File: src/rtl/piso_readout_ctrl.sv
// Load/shift sequencer for the test chip PISO error-count chains; publishes whole words with valid/ack.
// Defining PISO_ACCUM_EN adds per-channel saturating accumulators on the acc port.
module piso_readout_ctrl #(
  parameter int N_CH      = 10,
  parameter int WIDTH     = 16,
  parameter int LOAD_CYC  = 1,
  parameter int MSB_FIRST = 0,
  parameter int ACC_W     = 32
) (
  input  logic                  shift_clk,
  input  logic                  rst,
  input  logic                  start,
  input  logic                  clr,
  input  logic [N_CH-1:0]       q,
  input  logic                  data_ack,
  output logic                  load,
  output logic                  busy,
  output logic [N_CH*WIDTH-1:0] data,
  output logic                  data_valid,
  output logic                  overrun,
  output logic [15:0]           frame_cnt,
  output logic [N_CH*ACC_W-1:0] acc
);
  localparam int BIT_W  = $clog2(WIDTH);
  localparam int LOAD_W = (LOAD_CYC > 1) ? $clog2(LOAD_CYC) : 1;

  typedef enum logic [1:0] {IDLE, LOAD, SHIFT} state_e;

  state_e                state_q, state_d;
  logic [LOAD_W-1:0]     load_cnt_q, load_cnt_d;
  logic [BIT_W-1:0]      bit_cnt_q, bit_cnt_d;
  logic [N_CH*WIDTH-1:0] shadow_q, shadow_d;
  logic [N_CH*WIDTH-1:0] data_q, data_d;
  logic                  load_q, load_d;
  logic                  busy_q, busy_d;
  logic                  valid_q, valid_d;
  logic                  overrun_q, overrun_d;
  logic [15:0]           frame_cnt_q, frame_cnt_d;
  logic                  done;
  int                    bit_idx;

  always_comb begin
    state_d    = state_q;
    load_cnt_d = load_cnt_q;
    bit_cnt_d  = bit_cnt_q;
    shadow_d   = shadow_q;
    load_d     = load_q;
    busy_d     = busy_q;
    done       = 1'b0;
    bit_idx    = (MSB_FIRST != 0) ? (WIDTH - 1 - int'(bit_cnt_q)) : int'(bit_cnt_q);
    unique case (state_q)
      IDLE: begin
        load_d = 1'b1;
        busy_d = 1'b0;
        if (start) begin
          state_d    = LOAD;
          busy_d     = 1'b1;
          load_cnt_d = '0;
          bit_cnt_d  = '0;
        end
      end
      LOAD: begin
        load_d = 1'b1;
        if (load_cnt_q == LOAD_W'(LOAD_CYC - 1)) begin
          state_d = SHIFT;
          load_d  = 1'b0;
        end else begin
          load_cnt_d = load_cnt_q + LOAD_W'(1);
        end
      end
      SHIFT: begin
        // Bit position decoded against constants so every shadow bit has a fixed index.
        for (int i = 0; i < N_CH; i++) begin
          for (int b = 0; b < WIDTH; b++) begin
            if (b == bit_idx) shadow_d[i*WIDTH + b] = q[i];
          end
        end
        if (bit_cnt_q == BIT_W'(WIDTH - 1)) begin
          done    = 1'b1;
          state_d = IDLE;
          load_d  = 1'b1;
          busy_d  = 1'b0;
        end else begin
          bit_cnt_d = bit_cnt_q + BIT_W'(1);
        end
      end
      default: begin
        state_d = IDLE;
        load_d  = 1'b1;
        busy_d  = 1'b0;
      end
    endcase
  end

  // Publish path: a completing frame beats a same-edge ack; clr beats completion for counters.
  always_comb begin
    data_d      = data_q;
    valid_d     = valid_q;
    overrun_d   = overrun_q;
    frame_cnt_d = frame_cnt_q;
    if (done) begin
      data_d      = shadow_d;
      valid_d     = 1'b1;
      frame_cnt_d = frame_cnt_q + 16'd1;
      if (valid_q && !data_ack) overrun_d = 1'b1;
    end else if (data_ack) begin
      valid_d = 1'b0;
    end
    if (clr) begin
      frame_cnt_d = '0;
      overrun_d   = 1'b0;
    end
  end

  always_ff @(posedge shift_clk or posedge rst) begin
    if (rst) begin
      state_q     <= IDLE;
      load_cnt_q  <= '0;
      bit_cnt_q   <= '0;
      shadow_q    <= '0;
      data_q      <= '0;
      load_q      <= 1'b1;
      busy_q      <= 1'b0;
      valid_q     <= 1'b0;
      overrun_q   <= 1'b0;
      frame_cnt_q <= '0;
    end else begin
      state_q     <= state_d;
      load_cnt_q  <= load_cnt_d;
      bit_cnt_q   <= bit_cnt_d;
      shadow_q    <= shadow_d;
      data_q      <= data_d;
      load_q      <= load_d;
      busy_q      <= busy_d;
      valid_q     <= valid_d;
      overrun_q   <= overrun_d;
      frame_cnt_q <= frame_cnt_d;
    end
  end

`ifdef PISO_ACCUM_EN
  logic [ACC_W-1:0] acc_q   [N_CH];
  logic [ACC_W-1:0] acc_d   [N_CH];
  logic [ACC_W:0]   acc_sum [N_CH];

  always_comb begin
    for (int i = 0; i < N_CH; i++) begin
      acc_sum[i] = {1'b0, acc_q[i]} + (ACC_W+1)'(shadow_d[i*WIDTH +: WIDTH]);
      acc_d[i]   = acc_q[i];
      if (clr) begin
        acc_d[i] = '0;
      end else if (done) begin
        acc_d[i] = acc_sum[i][ACC_W] ? {ACC_W{1'b1}} : acc_sum[i][ACC_W-1:0];
      end
    end
  end

  always_ff @(posedge shift_clk or posedge rst) begin
    if (rst) begin
      for (int i = 0; i < N_CH; i++) acc_q[i] <= '0;
    end else begin
      for (int i = 0; i < N_CH; i++) acc_q[i] <= acc_d[i];
    end
  end

  for (genvar gi = 0; gi < N_CH; gi++) begin : g_acc_out
    assign acc[gi*ACC_W +: ACC_W] = acc_q[gi];
  end
`else
  assign acc = '0;
`endif

  assign load       = load_q;
  assign busy       = busy_q;
  assign data       = data_q;
  assign data_valid = valid_q;
  assign overrun    = overrun_q;
  assign frame_cnt  = frame_cnt_q;

endmodule

File: config.mk
export PLATFORM = sky130hd
export DESIGN_NAME = piso_readout_ctrl
export DESIGN_NICKNAME = d
export VERILOG_FILES = /design/src/rtl/piso_readout_ctrl.sv
export SDC_FILE = /design/constraint.sdc
export NUM_CORES = 1
export LEC_CHECK = 0
export CORE_MARGIN = 2
export CORE_UTILIZATION = 40
export CTS_CLUSTER_DIAMETER = 30
export DETAILED_ROUTE_END_ITERATION = 16
export GPL_TIMING_DRIVEN = 1
export PLACE_DENSITY = 0.74
export SYNTH_ARGS = -nofsm -noshare
export SYNTH_HDL_FRONTEND = slang
export SYNTH_SLANG_ARGS = --single-unit
File: constraint.sdc
create_clock -name shift_clk -period 14.1 [get_ports shift_clk]
set_clock_uncertainty 0.2 [all_clocks]
set_input_delay 4.23 -clock shift_clk [delete_from_list [all_inputs] [get_ports shift_clk]]
set_output_delay 4.23 -clock shift_clk [all_outputs]
set_load 0.1 [all_outputs]
==> Flow_metrics.wiki <==
{| class="wikitable"
! Metric !! Value
|-
| CORE AREA || 38,500 sq um
|-
| Number of buffers inserted during clock tree synthesis || 47
|-
| Family of cells with the greatest summed delay on the critical path || buffers and inverters
|-
| Hold_buf cts || 0
|-
| Count of buffer and inverter cells on the critical path || 4
|-
| CP max stage delay || 0.93 ns
|-
| Die area || just over 40,000 sq um
|-
| Die Width || 201 microns
|-
| Total number of nets in the final design || around 1.4k
|-
| Critical path depth in cells || 4
|-
| Area fraction of the dominant cell type after synthesis || around 54%
|-
| Setup-violating endpoint count in the final report || 0
|-
| Origin of the critical flop-to-flop path || state_q[1]
|-
| Reg2Reg Depth || 5
|-
| Pins Over Slew Limit || 0
|-
| Largest net degree at the start of global routing || 103
|-
| Initial antenna violation count || 0
|-
| Setup crit start kind || input port
|-
| Run status || finished, final reports clean
|-
| I/O pin total || 515
|-
| Die outline height || around 200 microns
|-
| Clock tree from TritonCTS || yes
|-
| Seq/Total Area, Yosys || ~54%
|-
| Post-layout min period || approximately 6.9 ns
|-
| Starting utilization of the core area || between 40% and 50%
|-
| Share of async-settable or async-resettable flops after synthesis || 100%
|-
| Most common library cell in the layout ignoring fill and taps || sky130_fd_sc_hd__dfrtp_1
|-
| Mean Syn Cell Area || 13.4 sq um
|-
| Worst setup timing slack at the placement stage || approximately 6.5 ns
|-
| Number of distinct library cell variants in the gate-level netlist after synthesis || 38
|-
| R2r setup slk || roughly 9.9 ns
|-
| YS warnings || 0
|-
| Estimated wirelength of the detail-placed design || 21,000 microns
|-
| Final clock period utilization by the worst path || about half
|-
| Worst-case vdd ir drop || between 0.0001 and 0.00015 V
|-
| Total DRC errors in the routed layout || 0
|-
| Drt pass-1 iters || 4
|-
| Path category of the worst min-delay check || flip-flop to flip-flop
|-
| Worst-path cell with the longest stage delay || sky130_fd_sc_hd__buf_4
|-
| Drt wl/cell || approximately 17 microns
|-
| Clock H-tree levels || 2
|-
| Total vias in the final route || approximately 8.3k
|-
| First-pass GRT wire length || between 40,000 and 50,000 microns
|-
| Top cell by count, worst path || sky130_fd_sc_hd__buf_4
|-
| FMAX || approximately 140 MHz
|-
| Post-synthesis instance area || between 15,000 and 20,000 sq um
|-
| Worst reg2reg endpoint || data[100]
|-
| Dominant cell type by area after synthesis || sky130_fd_sc_hd__dfrtp_1
|-
| Post-cts repair resize count || 0
|-
| Antenna diodes || 0
|-
| Number of enable-type register cells in the synthesized netlist || 0
|-
| Clock insertion delay at the later pin of the skew report || approximately 0.56 ns
|-
| Placer's final routability congestion estimate || around 0.77
|-
| DRT antenna net count || 0
|-
| Setup repair after global routing missed its margin || no
|-
| Data required time at the worst endpoint || 14.40 ns
|-
| Layout-stage area growth over the synthesis result || 18.5%
|-
| Buffer depth of the longest clock path || 3
|-
| Vias per Instance || 4.32
|-
| Largest fanout on the critical path || a little over 100
|-
| Slew at the pin with the worst max-slew slack || about 1.1 ns
|-
| Post-CTS repair timing setup buffer count || 0
|-
| Static Leakage || slightly above 9 nW
|-
| Total wirelength of the detailed-routed design || roughly 33,000 microns
|-
| Total global routing overflow || 0
|-
| Dominant cells by area after synthesis || sky130_fd_sc_hd__dfrtp_1 (54%), sky130_fd_sc_hd__mux2_2 (18%), sky130_fd_sc_hd__buf_4 (16%)
|-
| Highest-count cells in the layout ignoring fill and taps || sky130_fd_sc_hd__dfrtp_1 (335), sky130_fd_sc_hd__conb_1 (320), sky130_fd_sc_hd__mux2_2 (252), sky130_fd_sc_hd__clkdlybuf4s50_1 (194), sky130_fd_sc_hd__clkbuf_16 (48)
|-
| Number of rows in the core area || 72
|-
| Number of register bits inferred by synthesis || 336
|-
| Total negative slack for setup checks || 0 ns
|-
| Final WS setup || approximately 7 ns
|-
| Element type at the critical path end || async pin
|-
| Worst slew margin || 26.4%
|-
| Sequence of cells on the critical path || clkdlybuf4s50_1 > inv_8 > buf_4 > buf_4
|-
| Total global-route track usage || around 16%
|-
| Prevailing post-synth register cell || sky130_fd_sc_hd__dfrtp_1
|-
| End point of the critical path || shadow_q[29]
|-
| Violation count after the first detailed-routing iteration || between 300 and 400
|-
| Number of global-route vias before repair || about 8.4k
|-
| Input/output buffers || between 150 and 200
|-
| Launch point of the worst path || rst
|-
| Number of hold violations in the final report || 0
|-
| Arrival time of the worst setup path || 7.22 ns
|-
| Areal power density over the cells || 169 nW/um^2
|-
| Root cell of the clock tree || sky130_fd_sc_hd__clkbuf_16
|-
| Number of clock sinks || about 340
|-
| MaxCap Viol Count || 0
|-
| Reg clk slew, reported paths || 0.06 ns
|-
| Mapped Cells || around 1.2k
|-
| Number of cells on the worst hold path || 2
|-
| Fraction of layout cells with a size suffix above 1 || between 20% and 30%
|-
| CP Class || input port to async pin
|}
-- cells in the mapped netlist (all sizes together), types with 2 or more instances --
| library cell | instances |
|---|---|
| a21o | 2 |
| a21oi | 6 |
| a31o | 2 |
| and3 | 2 |
| buf | 347 |
| clkbuf | 13 |
| dfrtp | 335 |
| ha | 5 |
| inv | 10 |
| mux2 | 303 |
| nand2 | 41 |
| nand2b | 8 |
| nand3 | 14 |
| nand3b | 4 |
| nand4 | 4 |
| nor2 | 31 |
| nor2b | 4 |
| nor3 | 6 |
| nor4 | 4 |
| o21ai | 2 |
| or2 | 2 |
| or3 | 2 |
| xnor2 | 9 |
-- sequential cells by signal, indices dropped and copies added, names as in the netlist --
register and count:
busy 1, state_q 2, overrun 1, data 160, bit_cnt_q 4, load 1
data_valid 1, frame_cnt 16, shadow_q 150
-- per-stage QoR --
stage / cells / utilization [%] / hold slack [ns] / instance area, sq um / total power, mW
2_1_floorplan: 1481 / - / 0.267 / 16700 / 1.88
3_3_place_gp: 1838 / 43.4 / 0.266 / 16700 / 1.87
3_5_place_dp: 1838 / 43.4 / 0.267 / 16700 / 1.89
4_1_cts: 1926 / 47.8 / 0.282 / 18400 / 3.13
5_1_grt: 1926 / 47.8 / 0.300 / 18400 / 3.22
6_report: 1926 / 47.8 / 0.283 / 18400 / 3.11
-- final cells by class --
cell class | count | area, sq um
Fill cell | 3276 | 20100
Sequential cell | 336 | 8410
Multi-Input combinational cell | 775 | 5630
Timing Repair Buffer | 199 | 1980
Clock buffer | 52 | 1240
Tap cell | 518 | 648
Clock inverter | 36 | 439
Inverter | 10 | 45.0
-- routing by layer --
layer	wire length, microns	track usage (%)
met5	0	0
met4	954	5.74
met2	16700	27.1
met3	2470	4.95
met1	12700	18.8
-- worst min-delay path by stage --
stage | from | endpoint
2_1_floorplan | shadow_q[0] | shadow_q[0]
3_3_place_gp | data[111] | data[111]
3_5_place_dp | data[31] | data[31]
4_1_cts | data[31] | data[31]
5_1_grt | data[154] | data[154]
6_report | data[31] | data[31]
-- cell families (layout without fill, tap and decap cells) --
family                   after synthesis  count (layout)  synth area share [%]
flip-flops                           336             336                  54.2
adder cells (fa/ha/maj)                5               5                 0.403
AO/OA/AOI/OAI                         15              15                 0.605
multiplexers                         303             303                  23.0
buffers and inverters                370             297                  17.3
XOR/XNOR                              10              10                 0.565
AND/OR/NAND/NOR                      122             122                  3.95
other                                  1             320                0.0242
-- worst register-to-register path: stages (launching register included) --
cell and delay [ns]:
sky130_fd_sc_hd__dfrtp_1 0.54, sky130_fd_sc_hd__nand3b_1 0.45, sky130_fd_sc_hd__nor2_4 0.66, sky130_fd_sc_hd__buf_4 0.88
sky130_fd_sc_hd__buf_4 0.89, sky130_fd_sc_hd__mux2_2 0.50
-- power by group --
group	switching [mW]	total (mW)	internal, mW	leakage, nW
Combinational	0.560	0.721	0.161	3.73
Clock	0.460	1.23	0.774	0.821
Sequential	0.0468	1.15	1.11	4.49
Total	1.07	3.11	2.04	9.05
Note: power is estimated with default switching activity, not from simulation.
